==> src/rtl/axis_i2s_slave_if.sv <==
// AXI-Stream bundle for the I2S slave transceiver.
// Holds the transmit (sink) channel and the receive (source) channel.
//   tx_axis_s_* : packets to serialize (data[23:0] used, last=1 marks the right word)
//   rx_axis_m_* : deserialized packets ({8'b0, sample}, last=1 on the right word)
// The slave modport is the transceiver's view of the bundle. The master modport is
// the view of whatever produces tx packets and consumes rx packets.
interface axis_i2s_slave_if;
    logic [31:0] tx_axis_s_data;
    logic        tx_axis_s_valid;
    logic        tx_axis_s_ready;
    logic        tx_axis_s_last;
    logic [31:0] rx_axis_m_data;
    logic        rx_axis_m_valid;
    logic        rx_axis_m_ready;
    logic        rx_axis_m_last;

    modport slave (
        input  tx_axis_s_data,
        input  tx_axis_s_valid,
        input  tx_axis_s_last,
        output tx_axis_s_ready,
        output rx_axis_m_data,
        output rx_axis_m_valid,
        output rx_axis_m_last,
        input  rx_axis_m_ready
    );

    modport master (
        output tx_axis_s_data,
        output tx_axis_s_valid,
        output tx_axis_s_last,
        input  tx_axis_s_ready,
        input  rx_axis_m_data,
        input  rx_axis_m_valid,
        input  rx_axis_m_last,
        output rx_axis_m_ready
    );
endinterface

==> src/rtl/axis_i2s_slave.sv <==
// I2S slave transceiver with AXI-Stream packet interfaces.
// The external SCLK/LRCK/SDIN are oversampled in the axis_clk domain. Each left+right
// frame received is turned into a two-beat AXIS packet, and each two-beat AXIS packet
// staged on the tx side is serialized onto i2s_sdout in the following frame.
// Format: 24-bit samples, MSB first, one SCLK of delay after each LRCK edge.
// Ports:
//   axis_clk, axis_reset : system clock and asynchronous active-high reset
//   i2s_sclk, i2s_lrck   : serial clock and word select from the external master
//   i2s_sdin, i2s_sdout  : serial data in from the master, serial data out to it
//   axis                 : AXIS tx sink and rx source (see axis_i2s_slave_if)
//   tx_underrun          : one-cycle pulse when a frame starts with no staged tx packet
//   rx_overrun           : one-cycle pulse when a completed rx frame has to be dropped
module axis_i2s_slave #(
    parameter int SYNC_STAGES = 2
) (
    input  logic            axis_clk,
    input  logic            axis_reset,
    input  logic            i2s_sclk,
    input  logic            i2s_lrck,
    input  logic            i2s_sdin,
    output logic            i2s_sdout,
    axis_i2s_slave_if.slave axis,
    output logic            tx_underrun,
    output logic            rx_overrun
);

    logic [SYNC_STAGES-1:0] sclkSync_q, lrckSync_q, sdinSync_q;
    logic                   sclkHist_q;

    logic        lrckPrev_q, lrckPrev_d;
    logic [4:0]  bitCnt_q, bitCnt_d;
    logic        ch_q, ch_d;
    logic        locked_q, locked_d;

    logic [23:0] rxShift_q, rxShift_d;
    logic [23:0] rxLeft_q, rxLeft_d;
    logic        leftOk_q, leftOk_d;
    logic [23:0] outLeft_q, outLeft_d;
    logic [23:0] outRight_q, outRight_d;
    logic        rxValid_q, rxValid_d;
    logic        rxLast_q, rxLast_d;
    logic        rxOverrun_q, rxOverrun_d;

    logic [23:0] bufLeft_q, bufLeft_d;
    logic [23:0] bufRight_q, bufRight_d;
    logic        full_q, full_d;
    logic        txReady_q, txReady_d;
    logic [23:0] actLeft_q, actLeft_d;
    logic [23:0] actRight_q, actRight_d;
    logic        txUnderrun_q, txUnderrun_d;
    logic [23:0] txShift_q, txShift_d;
    logic        sdout_q, sdout_d;

    logic        sclkS, lrckS, sdinS;
    logic        sclkRise, sclkFall;
    logic        lrckChange, leftStart, txHs;
    logic [4:0]  cntNext;
    logic        unusedTxBits;

    assign sclkS    = sclkSync_q[SYNC_STAGES-1];
    assign lrckS    = lrckSync_q[SYNC_STAGES-1];
    assign sdinS    = sdinSync_q[SYNC_STAGES-1];
    assign sclkRise = sclkS & ~sclkHist_q;
    assign sclkFall = ~sclkS & sclkHist_q;

    // Only the low 24 bits of a tx beat carry audio.
    assign unusedTxBits = &{1'b0, axis.tx_axis_s_data[31:24]};

    assign i2s_sdout             = sdout_q;
    assign tx_underrun           = txUnderrun_q;
    assign rx_overrun            = rxOverrun_q;
    assign axis.tx_axis_s_ready  = txReady_q;
    assign axis.rx_axis_m_valid  = rxValid_q;
    assign axis.rx_axis_m_last   = rxLast_q;
    assign axis.rx_axis_m_data   = {8'h00, rxLast_q ? outRight_q : outLeft_q};

    // Synchronizers for the asynchronous I2S inputs. sdin and lrck go through the same
    // depth as sclk so they stay aligned with the sclk strobes.
    always_ff @(posedge axis_clk or posedge axis_reset) begin
        if (axis_reset) begin
            sclkSync_q <= '0;
            lrckSync_q <= '0;
            sdinSync_q <= '0;
            sclkHist_q <= 1'b0;
        end else begin
            sclkSync_q <= {sclkSync_q[SYNC_STAGES-2:0], i2s_sclk};
            lrckSync_q <= {lrckSync_q[SYNC_STAGES-2:0], i2s_lrck};
            sdinSync_q <= {sdinSync_q[SYNC_STAGES-2:0], i2s_sdin};
            sclkHist_q <= sclkS;
        end
    end

    // Next-state logic for slot tracking, rx deserializer, tx staging and tx serializer.
    always_comb begin
        lrckPrev_d   = lrckPrev_q;
        bitCnt_d     = bitCnt_q;
        ch_d         = ch_q;
        locked_d     = locked_q;
        rxShift_d    = rxShift_q;
        rxLeft_d     = rxLeft_q;
        leftOk_d     = leftOk_q;
        outLeft_d    = outLeft_q;
        outRight_d   = outRight_q;
        rxValid_d    = rxValid_q;
        rxLast_d     = rxLast_q;
        rxOverrun_d  = 1'b0;
        bufLeft_d    = bufLeft_q;
        bufRight_d   = bufRight_q;
        full_d       = full_q;
        actLeft_d    = actLeft_q;
        actRight_d   = actRight_q;
        txUnderrun_d = 1'b0;
        txShift_d    = txShift_q;
        sdout_d      = sdout_q;

        lrckChange = sclkRise && (lrckS != lrckPrev_q);
        leftStart  = lrckChange && !lrckS;
        txHs       = axis.tx_axis_s_valid && txReady_q;

        // The delay slot after an LRCK edge is slot 0; the counter saturates so a
        // master running more than 32 slots per channel cannot wrap into data slots.
        if (lrckChange) begin
            cntNext = 5'd0;
        end else if (bitCnt_q == 5'd31) begin
            cntNext = 5'd31;
        end else begin
            cntNext = bitCnt_q + 5'd1;
        end

        if (sclkRise) begin
            lrckPrev_d = lrckS;
            bitCnt_d   = cntNext;
            if (lrckChange) begin
                ch_d = lrckS;
            end
        end

        if (leftStart) begin
            locked_d = 1'b1;
            leftOk_d = 1'b0;
        end

        // A right word only becomes a packet when its left word of the same frame was
        // seen, so locking mid-frame never produces a half-filled packet.
        if (sclkRise && locked_q && (cntNext >= 5'd1) && (cntNext <= 5'd24)) begin
            rxShift_d = {rxShift_q[22:0], sdinS};
            if (cntNext == 5'd24) begin
                if (!ch_q) begin
                    rxLeft_d = rxShift_d;
                    leftOk_d = 1'b1;
                end else if (leftOk_q) begin
                    if (!rxValid_q) begin
                        outLeft_d  = rxLeft_q;
                        outRight_d = rxShift_d;
                        rxValid_d  = 1'b1;
                        rxLast_d   = 1'b0;
                    end else begin
                        rxOverrun_d = 1'b1;
                    end
                end
            end
        end

        if (rxValid_q && axis.rx_axis_m_ready) begin
            if (!rxLast_q) begin
                rxLast_d = 1'b1;
            end else begin
                rxValid_d = 1'b0;
                rxLast_d  = 1'b0;
            end
        end

        // Frame start consumes the buffer state from before this cycle; a right beat
        // accepted on the same cycle stays staged for the following frame.
        if (leftStart) begin
            if (full_q) begin
                actLeft_d  = bufLeft_q;
                actRight_d = bufRight_q;
                full_d     = 1'b0;
            end else begin
                actLeft_d    = 24'd0;
                actRight_d   = 24'd0;
                txUnderrun_d = locked_q;
            end
        end

        if (txHs) begin
            if (axis.tx_axis_s_last) begin
                bufRight_d = axis.tx_axis_s_data[23:0];
                full_d     = 1'b1;
            end else begin
                bufLeft_d = axis.tx_axis_s_data[23:0];
            end
        end

        txReady_d = ~full_d;

        if (lrckChange) begin
            txShift_d = lrckS ? actRight_d : actLeft_d;
        end

        // Driving on the falling strobe puts each bit on the line half an SCLK before
        // the master samples it on the rising edge.
        if (sclkFall) begin
            if (locked_q && (bitCnt_q <= 5'd23)) begin
                sdout_d   = txShift_q[23];
                txShift_d = {txShift_q[22:0], 1'b0};
            end else begin
                sdout_d = 1'b0;
            end
        end

        if (!locked_q) begin
            sdout_d = 1'b0;
        end
    end

    // State registers.
    always_ff @(posedge axis_clk or posedge axis_reset) begin
        if (axis_reset) begin
            lrckPrev_q   <= 1'b0;
            bitCnt_q     <= 5'd0;
            ch_q         <= 1'b0;
            locked_q     <= 1'b0;
            rxShift_q    <= 24'd0;
            rxLeft_q     <= 24'd0;
            leftOk_q     <= 1'b0;
            outLeft_q    <= 24'd0;
            outRight_q   <= 24'd0;
            rxValid_q    <= 1'b0;
            rxLast_q     <= 1'b0;
            rxOverrun_q  <= 1'b0;
            bufLeft_q    <= 24'd0;
            bufRight_q   <= 24'd0;
            full_q       <= 1'b0;
            txReady_q    <= 1'b0;
            actLeft_q    <= 24'd0;
            actRight_q   <= 24'd0;
            txUnderrun_q <= 1'b0;
            txShift_q    <= 24'd0;
            sdout_q      <= 1'b0;
        end else begin
            lrckPrev_q   <= lrckPrev_d;
            bitCnt_q     <= bitCnt_d;
            ch_q         <= ch_d;
            locked_q     <= locked_d;
            rxShift_q    <= rxShift_d;
            rxLeft_q     <= rxLeft_d;
            leftOk_q     <= leftOk_d;
            outLeft_q    <= outLeft_d;
            outRight_q   <= outRight_d;
            rxValid_q    <= rxValid_d;
            rxLast_q     <= rxLast_d;
            rxOverrun_q  <= rxOverrun_d;
            bufLeft_q    <= bufLeft_d;
            bufRight_q   <= bufRight_d;
            full_q       <= full_d;
            txReady_q    <= txReady_d;
            actLeft_q    <= actLeft_d;
            actRight_q   <= actRight_d;
            txUnderrun_q <= txUnderrun_d;
            txShift_q    <= txShift_d;
            sdout_q      <= sdout_d;
        end
    end

endmodule

==> src/flat_wrapper.sv <==
// flat-port wrapper written by rule: the top's interface ports become plain ports
module axis_i2s_slave_flat 
#(
    parameter int SYNC_STAGES = 2
)
  (axis_clk, axis_reset, i2s_sclk, i2s_lrck, i2s_sdin, i2s_sdout, tx_underrun, rx_overrun, axis_tx_axis_s_data, axis_tx_axis_s_valid, axis_tx_axis_s_last, axis_tx_axis_s_ready, axis_rx_axis_m_data, axis_rx_axis_m_valid, axis_rx_axis_m_last, axis_rx_axis_m_ready);
  axis_i2s_slave_if axis_i ();
  input  logic axis_clk;
  input  logic axis_reset;
  input  logic i2s_sclk;
  input  logic i2s_lrck;
  input  logic i2s_sdin;
  output logic i2s_sdout;
  output logic tx_underrun;
  output logic rx_overrun;
  input wire logic [$bits(axis_i.tx_axis_s_data)-1:0] axis_tx_axis_s_data;
  input wire logic [$bits(axis_i.tx_axis_s_valid)-1:0] axis_tx_axis_s_valid;
  input wire logic [$bits(axis_i.tx_axis_s_last)-1:0] axis_tx_axis_s_last;
  output wire logic [$bits(axis_i.tx_axis_s_ready)-1:0] axis_tx_axis_s_ready;
  output wire logic [$bits(axis_i.rx_axis_m_data)-1:0] axis_rx_axis_m_data;
  output wire logic [$bits(axis_i.rx_axis_m_valid)-1:0] axis_rx_axis_m_valid;
  output wire logic [$bits(axis_i.rx_axis_m_last)-1:0] axis_rx_axis_m_last;
  input wire logic [$bits(axis_i.rx_axis_m_ready)-1:0] axis_rx_axis_m_ready;
  assign axis_i.tx_axis_s_data = axis_tx_axis_s_data;
  assign axis_i.tx_axis_s_valid = axis_tx_axis_s_valid;
  assign axis_i.tx_axis_s_last = axis_tx_axis_s_last;
  assign axis_tx_axis_s_ready = axis_i.tx_axis_s_ready;
  assign axis_rx_axis_m_data = axis_i.rx_axis_m_data;
  assign axis_rx_axis_m_valid = axis_i.rx_axis_m_valid;
  assign axis_rx_axis_m_last = axis_i.rx_axis_m_last;
  assign axis_i.rx_axis_m_ready = axis_rx_axis_m_ready;
  axis_i2s_slave #(.SYNC_STAGES(SYNC_STAGES)) u_core (.axis_clk(axis_clk), .axis_reset(axis_reset), .i2s_sclk(i2s_sclk), .i2s_lrck(i2s_lrck), .i2s_sdin(i2s_sdin), .i2s_sdout(i2s_sdout), .axis(axis_i), .tx_underrun(tx_underrun), .rx_overrun(rx_overrun));
endmodule
==> config.mk <==
export PLATFORM = sky130hd
export DESIGN_NAME = axis_i2s_slave_flat
export DESIGN_NICKNAME = d
export VERILOG_FILES = /design/src/rtl/axis_i2s_slave_if.sv /design/src/rtl/axis_i2s_slave.sv /design/src/flat_wrapper.sv
export SDC_FILE = /design/constraint.sdc
export NUM_CORES = 1
export LEC_CHECK = 0
export BUFFER_PORTS_ARGS = -buffer_cell sky130_fd_sc_hd__buf_2
export CAP_MARGIN = 20
export CELL_PAD_IN_SITES_DETAIL_PLACEMENT = 0
export CELL_PAD_IN_SITES_GLOBAL_PLACEMENT = 2
export CORE_AREA = 2 2 146 148
export CTS_CLUSTER_SIZE = 14
export DETAILED_ROUTE_END_ITERATION = 12
export DIE_AREA = 0 0 148 150
export HOLD_SLACK_MARGIN = 0.02
export PLACE_DENSITY_LB_ADDON = 0.1
export SLEW_MARGIN = 0
export SYNTH_ARGS = -nofsm -noshare
export SYNTH_HDL_FRONTEND = slang
export SYNTH_SLANG_ARGS = --single-unit
==> constraint.sdc <==
create_clock -name axis_clk -period 18 [get_ports axis_clk]
set_clock_uncertainty 0.1 [all_clocks]
set_input_delay 1.8 -clock axis_clk [delete_from_list [all_inputs] [get_ports axis_clk]]
set_output_delay 1.8 -clock axis_clk [all_outputs]
set_load 0.01 [all_outputs]
Word level (Yosys, flattened, before mapping):

Index checks and enable logic that the tools add are counted.

* reductions and logical operators: 19
* add/sub/neg operators: 1
* order comparisons: 3
* multiplexer cells: 41
* bitwise gates (word level): 8
* equality and inequality tests: 5

Operators by type and width (number)
* 24-bit two-way mux: 9
* 1-bit two-way mux: 30
* 5-bit == test, second input constant: 2
* 5-bit <= comparator, second input constant: 2
* 5-bit two-way mux: 2
* 5-bit AND reduction: 2
* 1-bit logical AND: 8
* 2-bit nonzero test: 4
* 1-bit NOT: 6
* 2-bit AND reduction: 3
* 5-bit by 1-bit adder with 5-bit output, second input constant: 1
* 5-bit by 1-bit >= comparator with 1-bit output, second input constant: 1
* 2-bit != test, second input constant: 2
* 3-bit AND reduction: 1
* 1-bit bitwise AND: 2
* 1-bit logical NOT: 1
* 1-bit != test: 1

* flip-flop bits (word level): 238
* input bits: 40
* output and inout port bits: 38
* logic and storage cells: 102

Depth between registers and ports, before layout:

* depth after elaboration: 10
* depth in mapped cells: 8

Worst setup path before layout:

OpenSTA, ideal clock, no wires.

* path kind: flip-flop to output port
* from: reg u_core.rxLast_q, in the netlist u_core.axis.rx_axis_m_last
* to: out axis_rx_axis_m_data[0]
* buffers on the path: 2
* data required time: 16100 ps
* arrival time: 1438 ps
* stages on the path, launching flop included: 4
* slack: 14662 ps
* path through: dfrtp_1 > clkbuf_1 > buf_1 > mux2_2

* cells in the longest elaborated chain, start to end: 1

RTL lines
* start: declaration: RTL line axis_i2s_slave.sv:41 `logic rxLast_q, rxLast_d;`
* start signal: assignment: RTL line axis_i2s_slave.sv:253 `rxLast_q <= rxLast_d;`
* 24-bit two-way mux: RTL line axis_i2s_slave.sv:75 `assign axis.rx_axis_m_data = {8'h00, rxLast_q ? outRight_q : outLeft_q};`
* end: declaration: RTL line flat_wrapper.sv:20 `output wire logic [$bits(axis_i.rx_axis_m_data)-1:0] axis_rx_axis_m_data;`

Every way passes these cells.

Worst setup path in the final report:

* from: reg u_core.rxLast_q, in the netlist u_core.axis.rx_axis_m_last
* to: out axis_rx_axis_m_data[10]

The elaborated chain is that of the path after synthesis.

==> results.json <==
{
  "critical_path_class": "register to output pin",
  "fin_cells": 1030,
  "grt_antenna_before_repair": 2,
  "syn_area_per_cell_sq_um": 13.26,
  "post-cts-setup-buffers": 0,
  "synth_compound_area_share_pct": 6.918,
  "ir_worst_vdd_uv": 81.02,
  "synth_area_sq_um": 8989,
  "dp_hpwl_microns": 10150,
  "ys.warnings.count": 0,
  "path_depth": 3,
  "rsz0062_at_grt": "false",
  "synthXorXnorAreaFrac_pct": 0.1810,
  "synthMuxAreaShare_pct": 22.59,
  "crit_path_max_fanout": 25,
  "maxCapViolCount": 0,
  "cts_hold_buf": 0,
  "place_congestion": 0.6840,
  "dieArea_sq_um": 22200,
  "place_inst": 986,
  "max_freq_ghz": 0.2686,
  "synthTopCellsByArea": "dfrtp_1 60%, mux2_2 16%, mux2_4 6.7%",
  "grt_pass1_wl_microns": 28760,
  "critPathTopFamily": "buffers and inverters",
  "final_nets": 779,
  "detail_route.vias_per_cell": 5.098,
  "grt-busiest-layer": "met2",
  "p_leak_nw": 4.957,
  "cts.repair.resized": 0,
  "die_y_microns": 150,
  "worstSetupStartpoint": "u_core.axis.rx_axis_m_last",
  "start_util_pct": 43.44,
  "syn_inst": 678,
  "cts_tree": "built",
  "tns_ns": 0,
  "drv_slew": 0,
  "ys_seq_area_share_pct": 59.58,
  "grt_max_degree": 154,
  "required_ns": 16.10,
  "use_met1_pct": 21.15,
  "fin_crit_ns": 3.724,
  "synth.top_cell.area_share_pct": 59.58,
  "finalHoldViolCount": 0,
  "synthDistinctLibCells": 46,
  "tightest_slew_ns": 0.8136,
  "io_pins": 78,
  "powerDensity_nw_per_um2": 130.4,
  "worstPathArrival_ns": 1.82,
  "ant_nets": 0,
  "dp_slack_ns": 14.28,
  "drt-wirelength-per-cell_microns": 16.55,
  "synth-main-ff-cell": "dfrtp_1",
  "r2r_start": "u_core.bitCnt_q[0]",
  "endpoint_kind": "output pin",
  "setup_viol": 0,
  "synth_area_leader_cell": "dfrtp_1",
  "fin_crit_sh_pct": 20.69,
  "yosys.area_share.adder_pct": 0.1392,
  "grt_util_all_layers_pct": 15.94,
  "htree_levels": 1,
  "initialDrtViolationCount": 283,
  "clk_pin_slew_ns": 0.06,
  "synth_simple_gate_area_share_pct": 7.280,
  "synth_edf_count": 0,
  "root_buffer": "clkbuf_16",
  "worst_slack_ns": 14.28,
  "overflow": 0,
  "worst_r2r_path_depth": 7,
  "cp.buffers_inverters": 2,
  "portBuffers": 61,
  "num_rows": 53,
  "cts_buffer_depth": 3,
  "numCtsBuffers": 24,
  "status": "finished clean",
  "synth_top_family_by_area": "multiplexers",
  "ys_seq_elements": 214,
  "worstReg2RegEnd": "u_core.outRight_q[0]",
  "clock_latency_ns": 0.50,
  "path_cells": "buf_4 > mux2_2 > buf_2",
  "async_flop_share_pct": 100.0,
  "max_stage_delay_ns": 0.41,
  "wl_microns": 17050,
  "cp-start-kind": "register",
  "grt_pass1_vias": 5515,
  "drive_gt1_share_pct": 37.72,
  "cts.sinks": 214,
  "core_region_area_sq_um": 20690,
  "use_met2_pct": 27.22,
  "drc": 0,
  "fp.dieW_microns": 148,
  "r2r_slack_ns": 15.22,
  "num_vias": 5251,
  "grt_use_met3_pct": 3.293,
  "critical-path-slowest-cell": "mux2_2",
  "worstSetupEndpoint": "axis_rx_axis_m_data[10]",
  "dr.pass1.iters": 6,
  "areaGrowthSynthToFinish_pct": 14.80,
  "relSlewSlack_pct": 45.56,
  "min_path_type": "register to register"
}
[through the flow]
step / instance area (sq um) / util [%] / hold slack (ns) / total power [mW]
floorplan: 9015 / - / 0.2312 / 0.8319
finish: 10320 / 49.87 / 0.2474 / 1.346
global placement: 9498 / 45.91 / 0.2336 / 0.8804
CTS: 10290 / 49.72 / 0.2490 / 1.365
detailed placement: 9528 / 46.05 / 0.2363 / 0.8933
global route: 10310 / 49.85 / 0.2548 / 1.427
[synthesized netlist by cell type, types with 2 or more instances]
cell      count
a21oi_1       4
a31oi_1      24
o31ai_1       3
buf_1         4
nor2b_1       2
nor3b_1       2
and3_1        2
a21boi_0      3
a22oi_1      24
o211ai_1      2
clkbuf_1     24
and2_1        2
dfrtp_1     214
buf_8         2
buf_6         4
nand3b_1      3
nand2b_1      4
mux2_4       40
nand2_1      87
inv_1         5
nand3_1       4
nor2_1       32
buf_2         4
buf_4        10
and4b_1       2
mux2_2      126
a21o_1        2
o21ai_0      25
[cells in the final DEF (no fill, tap or decap), types with 2 or more instances in the layout]
master / instances
a21boi_0: 3
a21o_1: 2
a21oi_1: 4
a22oi_1: 24
a31oi_1: 24
and2_1: 2
and3_1: 2
and4b_1: 2
buf_2: 61
buf_4: 11
buf_8: 2
clkbuf_1: 7
clkbuf_16: 25
clkbuf_8: 7
clkinv_2: 2
conb_1: 8
dfrtp_1: 214
diode_2: 2
inv_1: 4
mux2_2: 126
mux2_4: 40
nand2_1: 87
nand2b_1: 4
nand3_1: 4
nand3b_1: 3
nor2_1: 32
nor2b_1: 2
o211ai_1: 2
o21ai_0: 25
o31ai_1: 3
[layer usage]
layer / part of all wire, % / wire length (microns) / vias up
met3: 4.1 / 701 / 20
li1: - / - / 2487
met5: 0 / 0 / -
met2: 48 / 8139 / 86
met1: 47 / 7928 / 2658
met4: 1.6 / 279 / 0
[power breakdown]
part	internal [mW]	switching, mW
clock	0.281	0.181
sequential	0.600	0.0719
combinational	0.112	0.0990
[cell type report]
cell class / instances / area (sq um)
antenna: 2 / 5.005
clock buffer: 39 / 748.2
clock inverter: 2 / 10.01
fill: 1877 / 10370
inverter: 5 / 26.28
multi-input combinational: 418 / 3385
sequential: 214 / 5355
tap: 275 / 344.1
timing repair buffer: 75 / 445.4
[kinds of logic after synthesis]
group                      Yosys count
AOI/OAI and AO/OA                   95
xor gates and xnor gates             1
adders and majority gates            1
buffers and inverters               53
DFF                                214
muxes                              167
other                                1
and+or+nand+nor                    146
[registers in the layout, summed over array words and instances (netlist names), 2 cells and up]
register           count
u_core.outRight_q     24
u_core.sclkSync_q      2
u_core.actRight_q     24
u_core.lrckSync_q      2
u_core.sdinSync_q      2
u_core.bufRight_q     24
u_core.bitCnt_q        5
u_core.rxShift_q      23
u_core.outLeft_q      24
u_core.txShift_q      24
u_core.bufLeft_q      24
u_core.rxLeft_q       24
[worst reg2reg max path: cells and delay by family (launching register included)]
| kind | cells | cell delay [ns] |
|---|---|---|
| compound gates | 1 | 0.16 |
| fa+ha+maj | 1 | 0.31 |
| buf+inv | 1 | 0.63 |
| flops | 1 | 0.47 |
| mux | 1 | 0.44 |
| simple gates | 3 | 0.55 |
[worst min path at each step]
stage,end,slack [ns],from,depth (start not counted)
after floorplan,u_core.lrckSync_q[1],0.23,u_core.lrckSync_q[0],0
after global placement,u_core.sclkSync_q[1],0.23,u_core.sclkSync_q[0],0
after detailed placement,u_core.sdinSync_q[1],0.24,u_core.sdinSync_q[0],0
after CTS,u_core.lrckSync_q[1],0.25,u_core.lrckSync_q[0],0
after global routing,u_core.sdinSync_q[1],0.25,u_core.sdinSync_q[0],0
final,u_core.lrckSync_q[1],0.25,u_core.lrckSync_q[0],0
Power figures use the tool's default switching activity.
